===== src/rtl/fetch_unit.sv =====
// Instruction fetch unit: PC register, imem request/response FSM,
// next-PC selection for jal/jalr, misaligned-target fault and retire count.
module fetch_unit #(
  parameter logic [31:0] RESET_PC = 32'h0000_0000
) (
  input  logic        clk,
  input  logic        rst,
  input  logic        jump,
  input  logic [1:0]  pc_sel,
  input  logic [31:0] jal_target,
  input  logic [31:0] jalr_target,
  input  logic        retire,
  output logic        imem_req,
  output logic [31:0] imem_addr,
  input  logic        imem_rvalid,
  input  logic [31:0] imem_rdata,
  output logic        instr_valid,
  output logic [31:0] instr,
  output logic [6:0]  opcode,
  output logic [31:0] pc,
  output logic [31:0] pc_plus4,
  output logic        fault,
  output logic [31:0] retire_count
);

  typedef enum logic [2:0] {
    IDLE,
    REQ,
    WAIT,
    VALID,
    FAULT
  } state_t;

  state_t      state;
  state_t      state_n;
  logic [31:0] next_pc;
  logic [31:0] jalr_aligned;
  logic        misaligned;
  logic        do_retire;

  assign pc_plus4     = pc + 32'd4;
  assign jalr_aligned = jalr_target & ~32'h1;

  always_comb begin
    next_pc = pc_plus4;
    if (jump) begin
      unique case (pc_sel)
        2'b01:   next_pc = jal_target;
        2'b10:   next_pc = jalr_aligned;
        default: next_pc = pc_plus4;
      endcase
    end
  end

  // Only bit 1 marks a misaligned target; bit 0 is cleared for jalr.
  assign misaligned = next_pc[1];
  assign do_retire  = (state == VALID) && retire;

  always_comb begin
    state_n = state;
    unique case (state)
      IDLE:    state_n = REQ;
      REQ:     state_n = WAIT;
      WAIT:    if (imem_rvalid) state_n = VALID;
      VALID:   if (retire) state_n = misaligned ? FAULT : REQ;
      FAULT:   state_n = FAULT;
      default: state_n = IDLE;
    endcase
  end

  assign imem_req    = (state == REQ);
  assign imem_addr   = pc;
  assign instr_valid = (state == VALID);
  assign opcode      = instr_valid ? instr[6:0] : 7'b0000000;

  always_ff @(posedge clk) begin
    if (rst) begin
      state        <= IDLE;
      pc           <= RESET_PC;
      instr        <= 32'h0;
      fault        <= 1'b0;
      retire_count <= 32'h0;
    end else begin
      state <= state_n;
      if (state == WAIT && imem_rvalid)
        instr <= imem_rdata;
      if (do_retire) begin
        retire_count <= retire_count + 32'd1;
        if (misaligned)
          fault <= 1'b1;
        else
          pc <= next_pc;
      end
    end
  end

endmodule

===== config.mk =====
export PLATFORM = sky130hd
export DESIGN_NAME = fetch_unit
export DESIGN_NICKNAME = d
export VERILOG_FILES = /design/src/rtl/fetch_unit.sv
export SDC_FILE = /design/constraint.sdc
export NUM_CORES = 1
export LEC_CHECK = 0
export ABC_AREA = 1
export CAP_MARGIN = 20
export CORE_ASPECT_RATIO = 0.6
export CORE_MARGIN = 2
export CORE_UTILIZATION = 43
export CTS_BUF_LIST = sky130_fd_sc_hd__clkbuf_8
export DETAILED_ROUTE_END_ITERATION = 10
export PLACE_DENSITY_LB_ADDON = 0.2
export REMOVE_ABC_BUFFERS = 1
export SLEW_MARGIN = 5
export SYNTH_ARGS = -nofsm -noshare
export SYNTH_HDL_FRONTEND = slang
export SYNTH_SLANG_ARGS = --single-unit

===== constraint.sdc =====
create_clock -name clk -period 2.1 [get_ports clk]
set_input_delay 0.42 -clock clk [delete_from_list [all_inputs] [get_ports clk]]
set_output_delay 0.42 -clock clk [all_outputs]
set_load 0.05 [all_outputs]

# Yosys cells after proc, flatten, opt, wreduce, memory -nomap -nowiden
# Index checks and enable logic that the tools add are counted.
# totals
register_bits	99
in_bits	103
output_inout_bits	170
word_cells	29
# op_classes
n_addsub	2
n_eq_ne	8
mux	7
bitwise_logic	1
reduce_logical	6
# op_table
cell	n
$pmux W32 S2	1
$add A32 B1 Y32 const B	1
$add A32 B3 Y32 const B	1
$mux W32	1
$pmux W3 S5	1
$mux W3	3
$mux W7	1
$eq A3 B2 Y1 const B	2
$reduce_and A2 Y1	3
$ne A2 B2 Y1 const B	2
$eq A3 B1 Y1 const B	1
$eq A3 B3 Y1 const B	1
$logic_not A3 Y1	1
$eq A2 B1 Y1 const B	1
$eq A2 B2 Y1 const B	1
$logic_and A1 B1 Y1	2
$not A1 Y1	1

# Longest topological paths before layout
# Gate-level depths: netlist (run 1).
# logic_depth
ltp_word	6
depth_mapped	11
ltp_nobuf	11

# Worst setup path before layout (run 1)
# Ideal clock, no wire load.
# synth_timing
kind	reg2out
startpoint	register pc[2], in the netlist imem_addr[2]
endpoint	output port pc_plus4[11]
arrival_time_ns	2.382
required_ns	1.680
slack_ns	-0.702
path_stages_with_launch	6
path_buffers	0
path_cell_list	dfxtp_1 -> inv_1 -> nor2_4 -> nand2_2 -> nor2_4 -> xor2_1
# synth_via
elab_chain_cells	1
# synth_lines
item	line	source
start, declared	20	output logic [31:0] pc,
start signal, assigned	92	pc <= next_pc;
$add A32 B3 Y32	41	assign pc_plus4 = pc + 32'd4;
end, declared	21	output logic [31:0] pc_plus4,
# No other way between the ends.

# Worst setup path in the final report (run 1)
# layout_timing
startpoint	register pc[2], in the netlist imem_addr[2]
endpoint	register pc[31], in the netlist imem_addr[31]
# layout_via
elab_chain_cells	3
# layout_lines
item	line	source
$add A32 B3 Y32 *	41	
$pmux W32 S2	47	unique case (pc_sel)
$mux W32 *	46	if (jump) begin
# Mark *: on every way between the ends. The rest lies on a longest branch, timed or not.
# A chain may end at the register's enable or synchronous reset.

==> results.json, run 1 <==
{
  "synth_cell_types": 36,
  "syn_to_final_growth_pct": 69.0,
  "whs_ns": 0.478,
  "synthAdderAreaFrac": 0.00855,
  "crit_arrival_ns": 2.62,
  "violations": "negative setup slack",
  "grt_max_degree": 82,
  "powerDensity_nw_per_um2": 509,
  "maxSlewViolCount": 0,
  "clock.fmax_ghz": 0.426,
  "rows": 32,
  "wl_per_cell_um": 16.7,
  "avgSynthCellArea_um2": 6.62,
  "die_x_um": 155,
  "worstSetupPathType": "register to register",
  "critPathBufInv": 11,
  "htreeDepth": 3,
  "worst-slew-pin-transition_ns": 0.549,
  "path_max_fanout": 4,
  "synth_compound_area_frac": 0.159,
  "grt_pass1_wl_um": 33400,
  "multi_input_area_um2": 3450,
  "n_fill_cell": 1014,
  "placedCellCount": 1300,
  "numCtsBuffers": 9,
  "die_area_um2": 14600,
  "syn_inst": 884,
  "stdcell_count": 1348,
  "critPathRequiredTime_ns": 2.37,
  "drive_gt1_frac": 0.228,
  "path_common_cell": "buf_4",
  "r2r_slack_ns": -0.24,
  "hold_viol_final": 0,
  "setup-violations-final": 26,
  "drcViolationCount": 0,
  "insertion_delay_ns": 0.37,
  "syn_area_um2": 5860,
  "numPortBuffers": 268,
  "stdcell_area_um2": 9890,
  "crit_family": "buffers and inverters",
  "status": "finished with violations",
  "cts.reportedPaths.clkPinSlew_ns": 0.11,
  "n_antenna_cell": 0,
  "critical_path.startpoint_type": "register",
  "vias_per_cell": 5.23,
  "finClkSkew_ns": 0.0153,
  "fin_ws_ns": -0.245,
  "grtUsageTotal": 0.291,
  "period_needed_ns": 2.34,
  "dr_total_vias": 7053,
  "grt_pass1_vias": 6340,
  "ir_drop_v": 0.000298,
  "yosys_warnings": 0,
  "setup_tns_ns": -3.61,
  "end_kind": "register",
  "cts.path.max_buffers": 2,
  "slowest_stage": "dfxtp_2",
  "synth_ff_type": "dfxtp_1",
  "ios": 273,
  "synth_top_family_by_area": "simple AND/OR/NAND/NOR gates",
  "max_stage_delay_ns": 0.36,
  "regArea_um2": 2020,
  "root_buffer": "clkbuf_8",
  "start_util": 0.449,
  "p_leak_nw": 4.37,
  "grt_antenna_before_repair": 0,
  "overflow": 0,
  "slew-limit-headroom": 0.630,
  "fin_nets": 1280,
  "ys_async_sr_fraction": 0,
  "first_iter_violations": 521,
  "design.core.area_um2": 13100,
  "place_congestion": 1.01,
  "wirelength_um": 22500,
  "max_cap_viol_count": 0,
  "antenna_left": 0,
  "clock-sinks": 99,
  "synth.area.mux_share": 0,
  "synth-seq-cells": 99,
  "fin_crit_sh": 1.12,
  "dr.pass1.iters": 5,
  "synth_edf_count": 0,
  "hold_class": "register to register",
  "hpwl_um": 16100,
  "rsz0062_at_grt": "true",
  "cts.hold.buffers_added": 0,
  "post_dp_cell_area_um2": 9080,
  "path_cells": "buf_6 -> inv_6 -> nor2_4 -> nand2_2 -> nor2_4 -> buf_12 -> nand2_2 -> nand2_2 -> buf_4 -> buf_4 -> buf_4 -> buf_4 -> buf_4 -> buf_4 -> buf_4 -> buf_4 -> nand3_1 -> nand2_1 -> a21oi_1",
  "synth-xor-area-share": 0.0353,
  "synthSimpleGateAreaFrac": 0.332,
  "cts_tree": "done",
  "die_y_um": 94.4,
  "ys_seq_area_frac": 0.338
}
-- sequential cells by signal (all words and copies together) (netlist names) --
signal and cells:
imem_addr 31, fault 1, retire_count 32, state 3
instr 32
-- routing by layer --
metal | up-vias | part of all wire | GRT usage
li1 | 3392 | - | -
met1 | 3243 | 0.43 | 0.396
met2 | 375 | 0.45 | 0.462
met3 | 43 | 0.098 | 0.0803
met4 | 0 | 0.022 | 0.0671
met5 | - | 0 | 0
-- worst paths after layout --
kind                                end                       from  cells past startpoint
max          imem_addr[31]$_SDFFE_PP0P_  imem_addr[2]$_SDFFE_PP0P_                     19
min                  fault$_SDFFE_PP0P_         fault$_SDFFE_PP0P_                      2
max reg2reg  imem_addr[31]$_SDFFE_PP0P_  imem_addr[2]$_SDFFE_PP0P_                     19
min reg2reg          fault$_SDFFE_PP0P_         fault$_SDFFE_PP0P_                      2
-- synth_stat cells, types with 2 or more instances --
| cell type | instances | area [um2] |
|---|---|---|
| nand2_4 | 2 | 22.5 |
| inv_2 | 3 | 11.3 |
| nor2_4 | 13 | 146 |
| a21oi_1 | 75 | 375 |
| dfxtp_1 | 99 | 1980 |
| buf_4 | 38 | 285 |
| a31oi_1 | 3 | 18.8 |
| o21ai_1 | 8 | 40.0 |
| nor2_8 | 2 | 40.0 |
| and2_1 | 2 | 12.5 |
| o21ai_0 | 70 | 350 |
| inv_1 | 80 | 300 |
| nor3_1 | 8 | 40.0 |
| nor2_2 | 7 | 43.8 |
| buf_2 | 9 | 45.0 |
| a22o_1 | 15 | 131 |
| nor2_1 | 129 | 484 |
| clkbuf_1 | 21 | 78.8 |
| xor2_1 | 17 | 149 |
| nand4_1 | 11 | 68.8 |
| ha_1 | 4 | 50.1 |
| nand2_2 | 8 | 50.1 |
| xor2_2 | 3 | 48.8 |
| nand3_1 | 59 | 295 |
| nand2_1 | 187 | 702 |
-- worst reg2reg max path, delay by kind of cell (launching register included) --
kind	cells	cell delay [ns]
flops	1	0.36
buf+inv	11	1.12
simple gates	7	0.72
compound gates	1	0.05
-- final cells by class --
type,instances,area share
Timing Repair Buffer,345,0.373
Multi-Input combinational cell,633,0.349
Sequential cell,99,0.205
Inverter,85,0.0333
Tap cell,170,0.0215
Clock buffer,9,0.0125
Clock inverter,7,0.00582
-- cell families after synthesis --
| kind of cell | after synthesis |
|---|---|
| other | 1 |
| and+or+nand+nor | 432 |
| adders and majority gates | 4 |
| AOI/OAI and AO/OA | 173 |
| xor gates and xnor gates | 21 |
| DFF | 99 |
| buffers and inverters | 154 |
-- through the flow --
step           total power, mW  setup slack (ns)   util
3_5_place_dp              3.83            -0.220  0.695
6_report                  5.03            -0.245  0.758
2_1_floorplan             3.02             -1.15      -
4_1_cts                   5.02            -0.134  0.733
5_1_grt                   5.26            -0.335  0.758
3_3_place_gp              3.81            -0.143  0.695
-- power by group --
group          leakage (nW)  internal [mW]  switching [mW]  total [mW]
logic                  3.46          0.708            1.08        1.79
clock network        0.0939          0.451           0.734        1.18
registers             0.816           1.98          0.0842        2.06
-- cell usage in the layout, fill, tap and decap left out, types with 26 or more instances in the layout --
master           instances
nor2_1                 117
a21oi_1                 75
nand2_2                 26
clkdlybuf4s50_1        161
dlygate4sd2_1           34
buf_12                  43
nand3_1                 52
nand2_1                165
inv_1                   79
buf_4                   82
o21ai_0                 69
dfxtp_1                 73
-- repair_timing --
action | in CTS | in global routing
buffers inserted | 19 | 13
endpoints found under the setup margin | 68 | 59
pin swaps | 20 | 16
resized for setup | 102 | 59
Note: power is estimated with default switching activity, not from simulation.
==> inputs of run 2 (changes only) <==
Settings changed: CAP_MARGIN 20 to 25.
==> results of run 2 <==
Final layout, timing and power as in run 1 (identical DEF).
